## src/rtl/spi_pkg.sv

```systemverilog
// Shared types and constants for the SPI master shifter.
package spi_pkg;

  // Default SPI word width, matching the upstream TX FIFO.
  localparam int SPI_WORD_W = 16;

  // Transaction sequencer states.
  typedef enum logic [1:0] {
    IDLE  = 2'd0,
    LOAD  = 2'd1,
    SHIFT = 2'd2,
    GAP   = 2'd3
  } spi_state_e;

endpackage

```

## src/rtl/spi_sclk_gen.sv

```systemverilog
// SCLK generator: divides clk down to SCLK while enabled and flags the
// clk cycle just before each SCLK rising or falling toggle.
module spi_sclk_gen #(
  parameter int CLK_DIV = 2
) (
  input  logic clk,
  input  logic rst,
  input  logic enable,
  output logic sclk,
  output logic rise_tick,
  output logic fall_tick
);

  localparam int                 DIV_W    = $clog2(CLK_DIV + 1);
  localparam logic [DIV_W-1:0]   DIV_LAST = DIV_W'(CLK_DIV - 1);

  logic [DIV_W-1:0] div_cnt_r;
  logic             sclk_r;
  logic             term_s;

  // Half-period terminal count and toggle direction decode.
  always_comb begin
    term_s    = 1'b0;
    rise_tick = 1'b0;
    fall_tick = 1'b0;
    if (enable && (div_cnt_r == DIV_LAST)) begin
      term_s    = 1'b1;
      rise_tick = ~sclk_r;
      fall_tick = sclk_r;
    end else begin
      term_s    = 1'b0;
    end
  end

  // Divider counter and SCLK register; both parked at zero while disabled.
  always_ff @(posedge clk or negedge rst) begin
    if (!rst) begin
      div_cnt_r <= {DIV_W{1'b0}};
      sclk_r    <= 1'b0;
    end else if (!enable) begin
      div_cnt_r <= {DIV_W{1'b0}};
      sclk_r    <= 1'b0;
    end else if (term_s) begin
      div_cnt_r <= {DIV_W{1'b0}};
      sclk_r    <= ~sclk_r;
    end else begin
      div_cnt_r <= div_cnt_r + DIV_W'(1);
    end
  end

  assign sclk = sclk_r;

endmodule

```

## src/rtl/spi_master_shifter.sv

```systemverilog
// Mode-0 SPI master: pops words from a sync FIFO, shifts them out MSB-first
// on MOSI while capturing MISO, and reports each received word with a pulse.
module spi_master_shifter
  import spi_pkg::*;
#(
  parameter int WIDTH   = SPI_WORD_W,
  parameter int CLK_DIV = 2,
  parameter int CS_GAP  = 2
) (
  input  logic             clk,
  input  logic             rst,
  input  logic             en,
  input  logic             fifo_rempty,
  output logic             fifo_rinc,
  input  logic [WIDTH-1:0] fifo_rdata,
  output logic             sclk,
  output logic             cs_n,
  output logic             mosi,
  input  logic             miso,
  output logic [WIDTH-1:0] rx_data,
  output logic             rx_valid,
  output logic             busy
);

  localparam int               BIT_W    = $clog2(WIDTH + 1);
  localparam logic [BIT_W-1:0] BIT_LAST = BIT_W'(WIDTH);
  localparam int               GAP_W    = $clog2(CS_GAP + 1);
  localparam logic [GAP_W-1:0] GAP_LAST = GAP_W'(CS_GAP - 1);

  spi_state_e       state_r;
  spi_state_e       state_next_s;
  logic             fifo_rinc_s;
  logic [WIDTH-1:0] tx_sr_r;
  logic [WIDTH-1:0] rx_sr_r;
  logic [WIDTH-1:0] rx_data_r;
  logic [BIT_W-1:0] bit_cnt_r;
  logic [GAP_W-1:0] gap_cnt_r;
  logic             cs_n_r;
  logic             rx_valid_r;
  logic             busy_r;
  logic             shift_en_s;
  logic             rise_tick_s;
  logic             fall_tick_s;

  assign shift_en_s = (state_r == SHIFT);

  spi_sclk_gen #(
    .CLK_DIV (CLK_DIV)
  ) u_sclk_gen (
    .clk       (clk),
    .rst       (rst),
    .enable    (shift_en_s),
    .sclk      (sclk),
    .rise_tick (rise_tick_s),
    .fall_tick (fall_tick_s)
  );

  // Next-state decode and the FIFO pop strobe (gated by reset so a held
  // reset can never consume a word).
  always_comb begin
    state_next_s = state_r;
    fifo_rinc_s  = 1'b0;
    case (state_r)
      IDLE: begin
        fifo_rinc_s = en & ~fifo_rempty & rst;
        if (fifo_rinc_s) begin
          state_next_s = LOAD;
        end else begin
          state_next_s = IDLE;
        end
      end
      LOAD: begin
        state_next_s = SHIFT;
      end
      SHIFT: begin
        if (fall_tick_s && (bit_cnt_r == BIT_LAST)) begin
          state_next_s = GAP;
        end else begin
          state_next_s = SHIFT;
        end
      end
      GAP: begin
        if (gap_cnt_r == GAP_LAST) begin
          state_next_s = IDLE;
        end else begin
          state_next_s = GAP;
        end
      end
      default: begin
        state_next_s = IDLE;
      end
    endcase
  end

  // State register with a registered busy flag tracking the next state.
  always_ff @(posedge clk or negedge rst) begin
    if (!rst) begin
      state_r <= IDLE;
      busy_r  <= 1'b0;
    end else begin
      state_r <= state_next_s;
      busy_r  <= (state_next_s != IDLE);
    end
  end

  // Shift registers, bit/gap counters, chip select and receive handshake.
  // MOSI is the MSB of tx_sr, so loading and left-shifting present each bit.
  always_ff @(posedge clk or negedge rst) begin
    if (!rst) begin
      tx_sr_r    <= {WIDTH{1'b0}};
      rx_sr_r    <= {WIDTH{1'b0}};
      rx_data_r  <= {WIDTH{1'b0}};
      bit_cnt_r  <= {BIT_W{1'b0}};
      gap_cnt_r  <= {GAP_W{1'b0}};
      cs_n_r     <= 1'b1;
      rx_valid_r <= 1'b0;
    end else begin
      rx_valid_r <= 1'b0;
      case (state_r)
        LOAD: begin
          tx_sr_r   <= fifo_rdata;
          cs_n_r    <= 1'b0;
          bit_cnt_r <= {BIT_W{1'b0}};
        end
        SHIFT: begin
          if (rise_tick_s) begin
            rx_sr_r   <= {rx_sr_r[WIDTH-2:0], miso};
            bit_cnt_r <= bit_cnt_r + BIT_W'(1);
          end else if (fall_tick_s) begin
            if (bit_cnt_r == BIT_LAST) begin
              cs_n_r     <= 1'b1;
              rx_data_r  <= rx_sr_r;
              rx_valid_r <= 1'b1;
              gap_cnt_r  <= {GAP_W{1'b0}};
            end else begin
              tx_sr_r <= {tx_sr_r[WIDTH-2:0], 1'b0};
            end
          end else begin
            tx_sr_r <= tx_sr_r;
          end
        end
        GAP: begin
          gap_cnt_r <= gap_cnt_r + GAP_W'(1);
        end
        default: begin
          tx_sr_r <= tx_sr_r;
        end
      endcase
    end
  end

  assign fifo_rinc = fifo_rinc_s;
  assign cs_n      = cs_n_r;
  assign mosi      = tx_sr_r[WIDTH-1];
  assign rx_data   = rx_data_r;
  assign rx_valid  = rx_valid_r;
  assign busy      = busy_r;

endmodule
```

## config.mk

```make
export PLATFORM = sky130hd
export DESIGN_NAME = spi_master_shifter
export DESIGN_NICKNAME = d
export VERILOG_FILES = /design/src/rtl/spi_pkg.sv /design/src/rtl/spi_sclk_gen.sv /design/src/rtl/spi_master_shifter.sv
export SDC_FILE = /design/constraint.sdc
export NUM_CORES = 1
export LEC_CHECK = 0
export BUFFER_PORTS_ARGS = -buffer_cell sky130_fd_sc_hd__buf_2
export CORE_MARGIN = 4
export CORE_UTILIZATION = 50
export DETAILED_ROUTE_END_ITERATION = 16
export PLACE_DENSITY = 0.76
export SKIP_CTS_REPAIR_TIMING = 1
export SKIP_LAST_GASP = 1
export SLEW_MARGIN = 25
export SYNTH_ARGS = -nofsm -noshare
export SYNTH_HDL_FRONTEND = slang
export SYNTH_SLANG_ARGS = --single-unit
export TNS_END_PERCENT = 20
```

## constraint.sdc

```tcl
create_clock -name clk -period 2.13 [get_ports clk]
set_clock_uncertainty 0.05 [all_clocks]
set_input_delay 0.1065 -clock clk [delete_from_list [all_inputs] [get_ports clk]]
set_output_delay 0.1065 -clock clk [all_outputs]
set_load 0.02 [all_outputs]
```

==> results of run 1 <==
final cells by class:
type | count | share of cell area (%)
well taps | 70 | 2.67
flip-flops and latches | 63 | 48.1
inverters | 8 | 0.915
clock inverters | 5 | 2.44
repair buffers | 52 | 8.92
clock buffers | 11 | 4.61
multi-input cells | 111 | 32.4
worst register-to-register path, cell delays in order, from the launching register on:
cell	delay (ns)
dfrtp_1	0.40
inv_1	0.09
ha_1	0.14
and4bb_2	0.28
nand3_1	0.11
inv_1	0.36
mux2_2	0.38
sequential cells by signal (all words and copies together) (netlist names):
| name | flops |
|---|---|
| tx_sr_r | 16 |
| bit_cnt_r | 5 |
| busy | 1 |
| cs_n | 1 |
| rx_sr_r | 16 |
| u_sclk_gen.sclk | 1 |
| rx_data | 16 |
| gap_cnt_r | 2 |
| rx_valid | 1 |
| state_r | 2 |
| u_sclk_gen.div_cnt_r | 2 |
layout by cell type (no fill, tap or decap), drive strengths merged, types with 2 or more instances in the layout:
cell         Yosys  final
mux2            62     62
dfrtp           62     62
buf              7     49
clkbuf           1     11
inv              8      8
nand2            7      7
nand3            5      5
nor2             5      5
o21ai            4      4
mux2i            3      3
ha               3      3
dlygate4sd3      0      3
nand2b           2      2
and4bb           2      2
nand4b           2      2
nor2b            2      2
bufinv           0      2
clkinvlp         0      2
path summary, 6_finish.rpt:
check | start | endpoint | slack, ns | depth (start not counted)
max | bit_cnt_r[0] | rx_data[4] | 0.20 | 6
min | fifo_rempty | busy | 0.06 | 3
max reg2reg | bit_cnt_r[0] | rx_data[4] | 0.20 | 6
min reg2reg | cs_n | cs_n | 0.41 | 2
max in group asynchronous | rst | tx_sr_r[6] | 1.10 | 3
min in group asynchronous | rst | busy | 0.44 | 3
stage by stage:
step / area [um^2] / hold WS [ns]
after floorplan: 2730 / -0.239
after global placement: 3020 / 0.301
after detailed placement: 3020 / 0.285
after CTS: 3250 / -0.0816
after global routing: 3280 / 0.0552
final: 3280 / 0.0571
where the power goes:
part,leakage [uW],internal (uW),total [uW],switching (uW)
clock network,0.000112,720,1170,450
logic,0.000710,31.8,64.5,32.7
registers,0.000819,1210,1220,10.1
total,0.00164,1960,2460,493
logic make-up after synthesis:
group	count (synthesis)	share of synthesized area, %
AOI/OAI and AO/OA	11	3.30
xor gates and xnor gates	1	0.321
adders and majority gates	3	1.38
buffers and inverters	16	3.21
DFF	63	57.8
muxes	65	26.7
and+or+nand+nor	31	7.29
routing by layer:
metal | vias up | share of wire [%]
met5 | - | 0
met4 | 0 | 2.3
met3 | 11 | 5.0
met2 | 32 | 49
met1 | 813 | 44
li1 | 787 | -
==> results_dict.tcl, run 1 <==
set metrics [dict create \
    status "complete, no violations" \
    fp.dieArea_um2 6700 \
    worstSetupPathType "register to register" \
    ys_async_sr_fraction_pct 100 \
    startpoint_type "register" \
    placement.io_buffers 42 \
    inserted_clock_buffers 9 \
    peakVddDrop_mv 0.666 \
    rsz0062_at_grt "no" \
    grt_util_met3_pct 4.28 \
    area_used_by_multi_input_combinational_logic_um2 1060 \
    kind_of_end_point_of_the_critical_path "register" \
    arrival_ns 2.10 \
    worst-path-max-fanout 12 \
    die_w_um 81.9 \
    synth_cells 190 \
    grtUsageTotal_pct 15.5 \
    drt_first_iter_violations 76 \
    synth-edff-count 0 \
    maxSlewViolCount 0 \
    gr-max-usage-layer "met2" \
    max_freq_mhz 517 \
    fin_setup_tns_ns 0 \
    remaining_routing_drc_violations 0 \
    yosysSeqAreaShare_pct 57.8 \
    post-place-ws_ns 0.182 \
    detailedPlacementHpwl_mm 3.10 \
    register_bit_total_from_synthesis 63 \
    rows 26 \
    timing.critical_path.required_ns 2.29 \
    critPathMostFrequentCell "inv_1" \
    critical_path_buf_inv_count 2 \
    cpPeakStageDelay_ns 0.40 \
    syn2layout_area_growth_pct 20.3 \
    final_layout_size_suffix_gt1_share_pct 53.6 \
    clock_insertion_delay_worst_skew_ns 0.33 \
    floorplan.die.height_um 81.9 \
    routed_wirelength_mm 4.57 \
    final_min_period_over_clock_period_pct 90.8 \
    fp.coreArea_um2 5200 \
    period_minus_slack_ns 1.93 \
    grt_max_degree 64 \
    grt_pass1_wl_mm 7.65 \
    postRouteAntennaNets 0 \
    timing.max_cap.violations 0 \
    path_clk_slew_ns 0.07 \
    netlist.top_cell.by_area "dfrtp_1" \
    vias_in_the_first_global_route 1670 \
    synthesis.area_per_instance_um2 14.4 \
    final-setup-viol-count 0 \
    grt_use_met1_pct 18.9 \
    clockRootBuffer "clkbuf_8" \
    syn_nets 214 \
    min-delay-path-class "input pin to register" \
    worst_slack_ns 0.195 \
    ys.flop_type "dfrtp_1" \
    dp.cells 301 \
    yosys_warns 0 \
    routedWlPerCell_um 14.3 \
    vias_per_cell 5.13 \
    globalRoute.totalOverflow 0 \
    nets 269 \
    yosys.cell_types.count 33 \
    regArea_um2 1580 \
    floorplan.initialDensity_pct 52.4 \
    clock_tree_from_tritoncts "built" \
    worst_slew_pin_slew_ns 0.743 \
    commonest_cells_in_the_synthesized_netlist "dfrtp_1 (62), mux2_2 (62), inv_1 (8)" \
    clock_tree.buffer_depth 2 \
    synth.top_cells.by_area "dfrtp_1 (57%), mux2_2 (26%), ha_1 (1.4%), mux2i_1 (1.1%), inv_1 (1.1%)" \
    synthDominantCellAreaShare_pct 56.9 \
    number_of_vias_after_detailed_routing 1643 \
    clock_sink_count 63 \
    power_density_nw_per_um2 748 \
    crit_path_cell_trace "inv_1 -> ha_1 -> and4bb_2 -> nand3_1 -> inv_1 -> mux2_2" \
    post-route-util_pct 63.1 \
    count_of_placed_standard_cells_in_the_final_layout_fillers_left_out 320 \
    ios 43 \
    design_power_total_uw 2460 \
    power_leakage_uw 0.00164 \
    drt_pass1_iterations 5 \
    max_slew_margin_pct 50.5 \
    synth.cell_area_um2 2730 \
    global_route.usage.met2_pct 24.3 \
    final_hold_viol_count 0 \
    worst_path_dominant_cell_family "buffers and inverters" \
    final.fill_count 428 \
    gp_congestion 0.762 \
    clock_tree.htree_level_count 3 \
    antenna_found_initial 0 \
    crit_slowest_cell "dfrtp_1" \
    insertedDiodeCount 0 \
]
Power figures use the tool's default switching activity.
==> inputs of run 2 (changes only) <==
Settings changed: BUFFER_PORTS_ARGS -buffer_cell sky130_fd_sc_hd__buf_2 to -buffer_cell sky130_fd_sc_hd__buf_4.
==> run 2 against run 1 <==
Compared with the run above: design area increased by 0.95%; power decreased by 10%; register-to-register slack got worse by 0.04 ns; sequential share of layout area decreased by 0.45 points; global-route usage increased by 0.28 points; clock power decreased by 22%; combinational power increased by 16%; non-clock buffer count decreased by 2; first-iteration DRC count decreased by 22%; fmax decreased by 2.1%; sequential power about the same; die area unchanged.
==> results_dict.tcl, run 2 (synthesis results as in run 1) <==
set metrics [dict create \
    worstRegToRegCells 6 \
    critPathCapture "rx_data[12]" \
    power_density_nw_per_um2 666 \
    max_slew_margin_pct 68.6 \
    final_hold_viol_count 0 \
    area_post_placement_um2 3120 \
    floorplan.die.height_um 81.9 \
    globalRoute.totalOverflow 0 \
    worst_path_dominant_cell_family "buffers and inverters" \
    reg_to_reg_end "rx_data[12]" \
    drt_first_iter_violations 59 \
    critical_path_buf_inv_count 2 \
    timing.max_cap.violations 0 \
    post-place-ws_ns 0.152 \
    final_layout_size_suffix_gt1_share_pct 53.2 \
    gp_congestion 0.787 \
    rows 26 \
    final.fill_count 387 \
    fin_hold_ws_ns 0.00415 \
    final-setup-viol-count 0 \
    remaining_routing_drc_violations 0 \
    detailedPlacementHpwl_mm 3.14 \
    fin_setup_tns_ns 0 \
    clock_tree.buffer_depth 2 \
    die_w_um 81.9 \
    clock_insertion_delay_worst_skew_ns 0.33 \
    placement.io_buffers 42 \
    routed_wirelength_mm 4.67 \
    cpPeakStageDelay_ns 0.41 \
    path_clk_slew_ns 0.06 \
    postRouteAntennaNets 0 \
    nets 267 \
    fp.coreArea_um2 5200 \
    worst_slack_ns 0.153 \
    vias_in_the_first_global_route 1630 \
    worstReg2RegStart "bit_cnt_r[0]" \
    layout.cells.most_common_list "mux2_2 (62), dfrtp_1 (62), buf_4 (48), clkbuf_8 (11), inv_1 (8)" \
    fp.dieArea_um2 6700 \
    clock_tree.htree_level_count 3 \
    clock_tree_from_tritoncts "built" \
    worstSetupPathType "register to register" \
    rsz0062_at_grt "no" \
    number_of_vias_after_detailed_routing 1642 \
    syn2layout_area_growth_pct 21.5 \
    grt_max_degree 39 \
    ios 43 \
    period_minus_slack_ns 1.98 \
    maxSlewViolCount 0 \
    worstSetupPathDepth 6 \
    status "complete, no violations" \
    finalInstanceArea_um2 3310 \
    timing.critical_path.required_ns 2.29 \
    grt_pass1_wl_mm 7.82 \
    worst_slew_pin_slew_ns 0.471 \
    antenna_found_initial 0 \
    drt_pass1_iterations 4 \
    reg2reg_setup_slack_ns 0.15 \
    power_leakage_uw 0.00163 \
    inserted_clock_buffers 9 \
    max_freq_mhz 506 \
    crit_slowest_cell "dfrtp_1" \
    critPathMostFrequentCell "inv_1" \
    worst-path-max-fanout 12 \
    floorplan.initialDensity_pct 52.4 \
    startpoint_type "register" \
    design_power_total_uw 2210 \
    final_min_period_over_clock_period_pct 92.8 \
    peakVddDrop_mv 0.510 \
    crit_path_cell_trace "inv_1 -> ha_1 -> and4bb_2 -> nand3_1 -> inv_1 -> mux2_2" \
    clockRootBuffer "clkbuf_8" \
    kind_of_end_point_of_the_critical_path "register" \
    insertedDiodeCount 0 \
    clock_sink_count 63 \
    min-delay-path-class "input pin to register" \
    cp-startpoint "bit_cnt_r[0]" \
    arrival_ns 2.14 \
    vias_per_cell 5.16 \
    routedWlPerCell_um 14.7 \
    grtUsageTotal_pct 15.8 \
]
-- run 2: changes by cell type in the layout (fill, tap and decap cells not counted) --
cell / before / now
bufinv_16: 2 / 0
dlygate4sd3_1: 3 / 2
clkinv_2: 1 / 4
buf_2: 42 / 0
clkbuf_1: 0 / 1
buf_4: 7 / 48
clkinvlp_4: 2 / 0
-- run 2: area by class of cell --
cell class	instances	area (um^2)	share of cell area [%]
clock buffers	12	155	4.68
clock inverters	4	20.0	0.604
inverters	8	30.0	0.906
multi-input cells	111	1060	32.1
flip-flops and latches	63	1580	47.6
well taps	70	87.6	2.64
repair buffers	50	380	11.5
-- run 2: worst min-delay path, stage by stage --
cell,delay [ns]
buf_4,0.11
inv_1,0.04
o21ai_0,0.08
-- run 2: report_power, final --
part | total [uW] | internal, uW | switching [uW]
registers | 1220 | 1210 | 9.67
clock network | 911 | 478 | 433
logic | 74.6 | 41.3 | 33.3
total | 2210 | 1730 | 476
-- run 2: how the worst min path moves through the flow --
| stage | start | slack (ns) | depth (start not counted) | end |
|---|---|---|---|---|
| finish | fifo_rdata[0] | 0.004 | 3 | tx_sr_r[0] |
| global route | fifo_rdata[0] | 0.02 | 3 | tx_sr_r[0] |
| CTS | rst | -0.38 | 1 | tx_sr_r[12] |
| detailed placement | rst | -0.01 | 1 | busy |
| global placement | rst | -0.01 | 1 | busy |
| floorplan | rst | -0.24 | 0 | bit_cnt_r[0] |
-- run 2: per-layer routing --
layer  global-route usage, %  wire length (um)
met1                    20.6              2110
met3                    5.15               195
met2                    23.5              2280
met5                       0                 0
met4                    7.97                85
-- run 2: stage by stage --
| stage | std cells | util, % |
|---|---|---|
| after detailed placement | 300 | 59.9 |
| after floorplan | 190 | - |
| after global placement | 300 | 59.9 |
| final | 318 | 63.7 |
| after CTS | 316 | 63.3 |
| after global routing | 318 | 63.7 |
==> inputs of run 3 (changes only) <==
Settings changed: RECOVER_POWER from default to 100.
==> run 3 against run 2 <==
Compared with the run above: sequential power is essentially flat; final cell count is the same; critical path depth shrank 2; fmax shrank 1.5%; design area shrank 3.2%; global-route usage is the same; first-iteration DRC count grew 27%; sequential cell count is the same; critical endpoint is now rx_sr_r[2]; largest power group unchanged; highest routed layer unchanged.
==> results_dict.tcl, run 3 (synthesis results as in run 1) <==
set metrics [dict create \
    dp.cells 300 \
    clockRootBuffer "clkbuf_8" \
    total_switching_power_uw 476 \
    kind_of_end_point_of_the_critical_path "register" \
    reg2reg_setup_slack_ns 0.12 \
    internal_dissipation_uw 1730 \
    whs_endpoint "tx_sr_r[0]" \
    count_of_placed_standard_cells_in_the_final_layout_fillers_left_out 318 \
    worst_slack_ns 0.122 \
    routedWlPerCell_um 14.5 \
    worst_slew_pin_slew_ns 0.900 \
    clock_tree.buffer_depth 2 \
    fp.dieArea_um2 6700 \
    die_w_um 81.9 \
    rsz0062_at_grt "no" \
    worst-path-max-fanout 19 \
    max_freq_mhz 498 \
    status "complete, no violations" \
    remaining_routing_drc_violations 0 \
    number_of_vias_after_detailed_routing 1639 \
    nets 267 \
    min-delay-path-class "input pin to register" \
    power_density_nw_per_um2 688 \
    floorplan.initialDensity_pct 52.4 \
    startpoint_type "register" \
    peakVddDrop_mv 0.512 \
    globalRoute.totalOverflow 0 \
    syn2layout_area_growth_pct 17.5 \
    path_clk_slew_ns 0.06 \
    final.fill_count 412 \
    grt_pass1_wl_mm 7.82 \
    insertedDiodeCount 0 \
    switching_share_pct 21.6 \
    vias_per_cell 5.15 \
    power_leakage_uw 0.00154 \
    clock_sink_count 63 \
    routed_wirelength_mm 4.62 \
    vias_in_the_first_global_route 1630 \
    reg_to_reg_end "rx_sr_r[2]" \
    timing.critical_path.required_ns 2.29 \
    worstRegToRegCells 4 \
    fin_setup_tns_ns 0 \
    worstReg2RegStart "state_r[0]" \
    hold_depth 3 \
    worstSetupPathType "register to register" \
    fp.coreArea_um2 5200 \
    rows 26 \
    final-setup-viol-count 0 \
    clock_tree.htree_level_count 3 \
    grt_max_degree 39 \
    period_minus_slack_ns 2.01 \
    final_hold_viol_count 0 \
    drt_pass1_iterations 4 \
    maxSlewViolCount 0 \
    seqPwrFrac_pct 55.4 \
    timing.max_cap.violations 0 \
    clock_tree_from_tritoncts "built" \
    detailedPlacementHpwl_mm 3.14 \
    gp_congestion 0.787 \
    drt_first_iter_violations 75 \
    arrival_ns 2.17 \
    clock_insertion_delay_worst_skew_ns 0.33 \
    final_min_period_over_clock_period_pct 94.3 \
    placement.io_buffers 42 \
    hold_path.startpoint "fifo_rdata[0]" \
    ios 43 \
    inserted_clock_buffers 9 \
    power_frac_comb_pct 3.3 \
    grtUsageTotal_pct 15.8 \
    post-place-ws_ns 0.152 \
    postRouteAntennaNets 0 \
    antenna_found_initial 0 \
    layout.cells.most_common_list "mux2_2 (62), dfrtp_1 (62), clkbuf_1 (24), buf_4 (22), clkbuf_8 (11)" \
    power.share.clock_pct 41.3 \
    max_slew_margin_pct 40.0 \
    floorplan.die.height_um 81.9 \
    final_layout_size_suffix_gt1_share_pct 43.5 \
]
==> run 3: cell types whose count changed in the layout (fill, tap and decap cells not counted) <==
cell,change
clkbuf_4,+1
clkbuf_2,+2
clkbuf_1,+23
nand4bb_1,+1
nand4bb_4,-1
buf_4,-26
==> run 3: stage by stage <==
stage | util (%) | power (uW) | cell area (um^2) | hold WS [ns]
floorplan | - | 1260 | 2730 | -0.239
CTS | 63.3 | 2230 | 3290 | -0.376
global placement | 59.9 | 1320 | 3120 | -0.0133
detailed placement | 59.9 | 1320 | 3120 | -0.0123
finish | 61.6 | 2210 | 3210 | 0.00411
global route | 61.6 | 2300 | 3210 | 0.0192
==> run 3: worst max-delay path, cell delays in order (launching register included) <==
cell and delay (ns):
dfrtp_1 0.47, nand4bb_1 0.41, nor2_2 0.16, clkbuf_2 0.40, mux2_2 0.39
==> run 3: per-layer routing <==
layer  up-vias  global-route usage [%]  share of wire (%)
met4         0                    7.97                1.8
met3         8                    5.15                4.7
met2        30                    23.5                 48
met1       821                    20.6                 45
li1        780                       -                  -
met5         -                       0                  0
==> run 3: final cells by class <==
cell class / count / area (um^2) / area share (%)
inverters: 8 / 30.0 / 0.936
flip-flops and latches: 63 / 1580 / 49.2
clock inverters: 4 / 20.0 / 0.624
multi-input cells: 111 / 1050 / 32.7
well taps: 70 / 87.6 / 2.73
clock buffers: 12 / 155 / 4.84
repair buffers: 50 / 289 / 9.01
==> run 3: power by group through the flow <==
stage	clock network, uW	registers (uW)	logic [uW]
CTS	939	1220	73.9
global route	990	1220	82.6
floorplan	0	1240	16.8
finish	911	1220	73.0
global placement	0	1240	73.2
detailed placement	0	1240	73.8
==> run 3: how the worst max path moves through the flow <==
stage	from	end	slack [ns]	cells after the start
after floorplan	bit_cnt_r[0]	tx_sr_r[10]	0.27	6
after global placement	bit_cnt_r[0]	rx_data[8]	0.23	6
after detailed placement	bit_cnt_r[0]	rx_data[14]	0.15	6
after CTS	bit_cnt_r[0]	rx_data[14]	0.13	6
after global routing	bit_cnt_r[0]	rx_data[14]	0.003	6
final	state_r[0]	rx_sr_r[2]	0.12	4
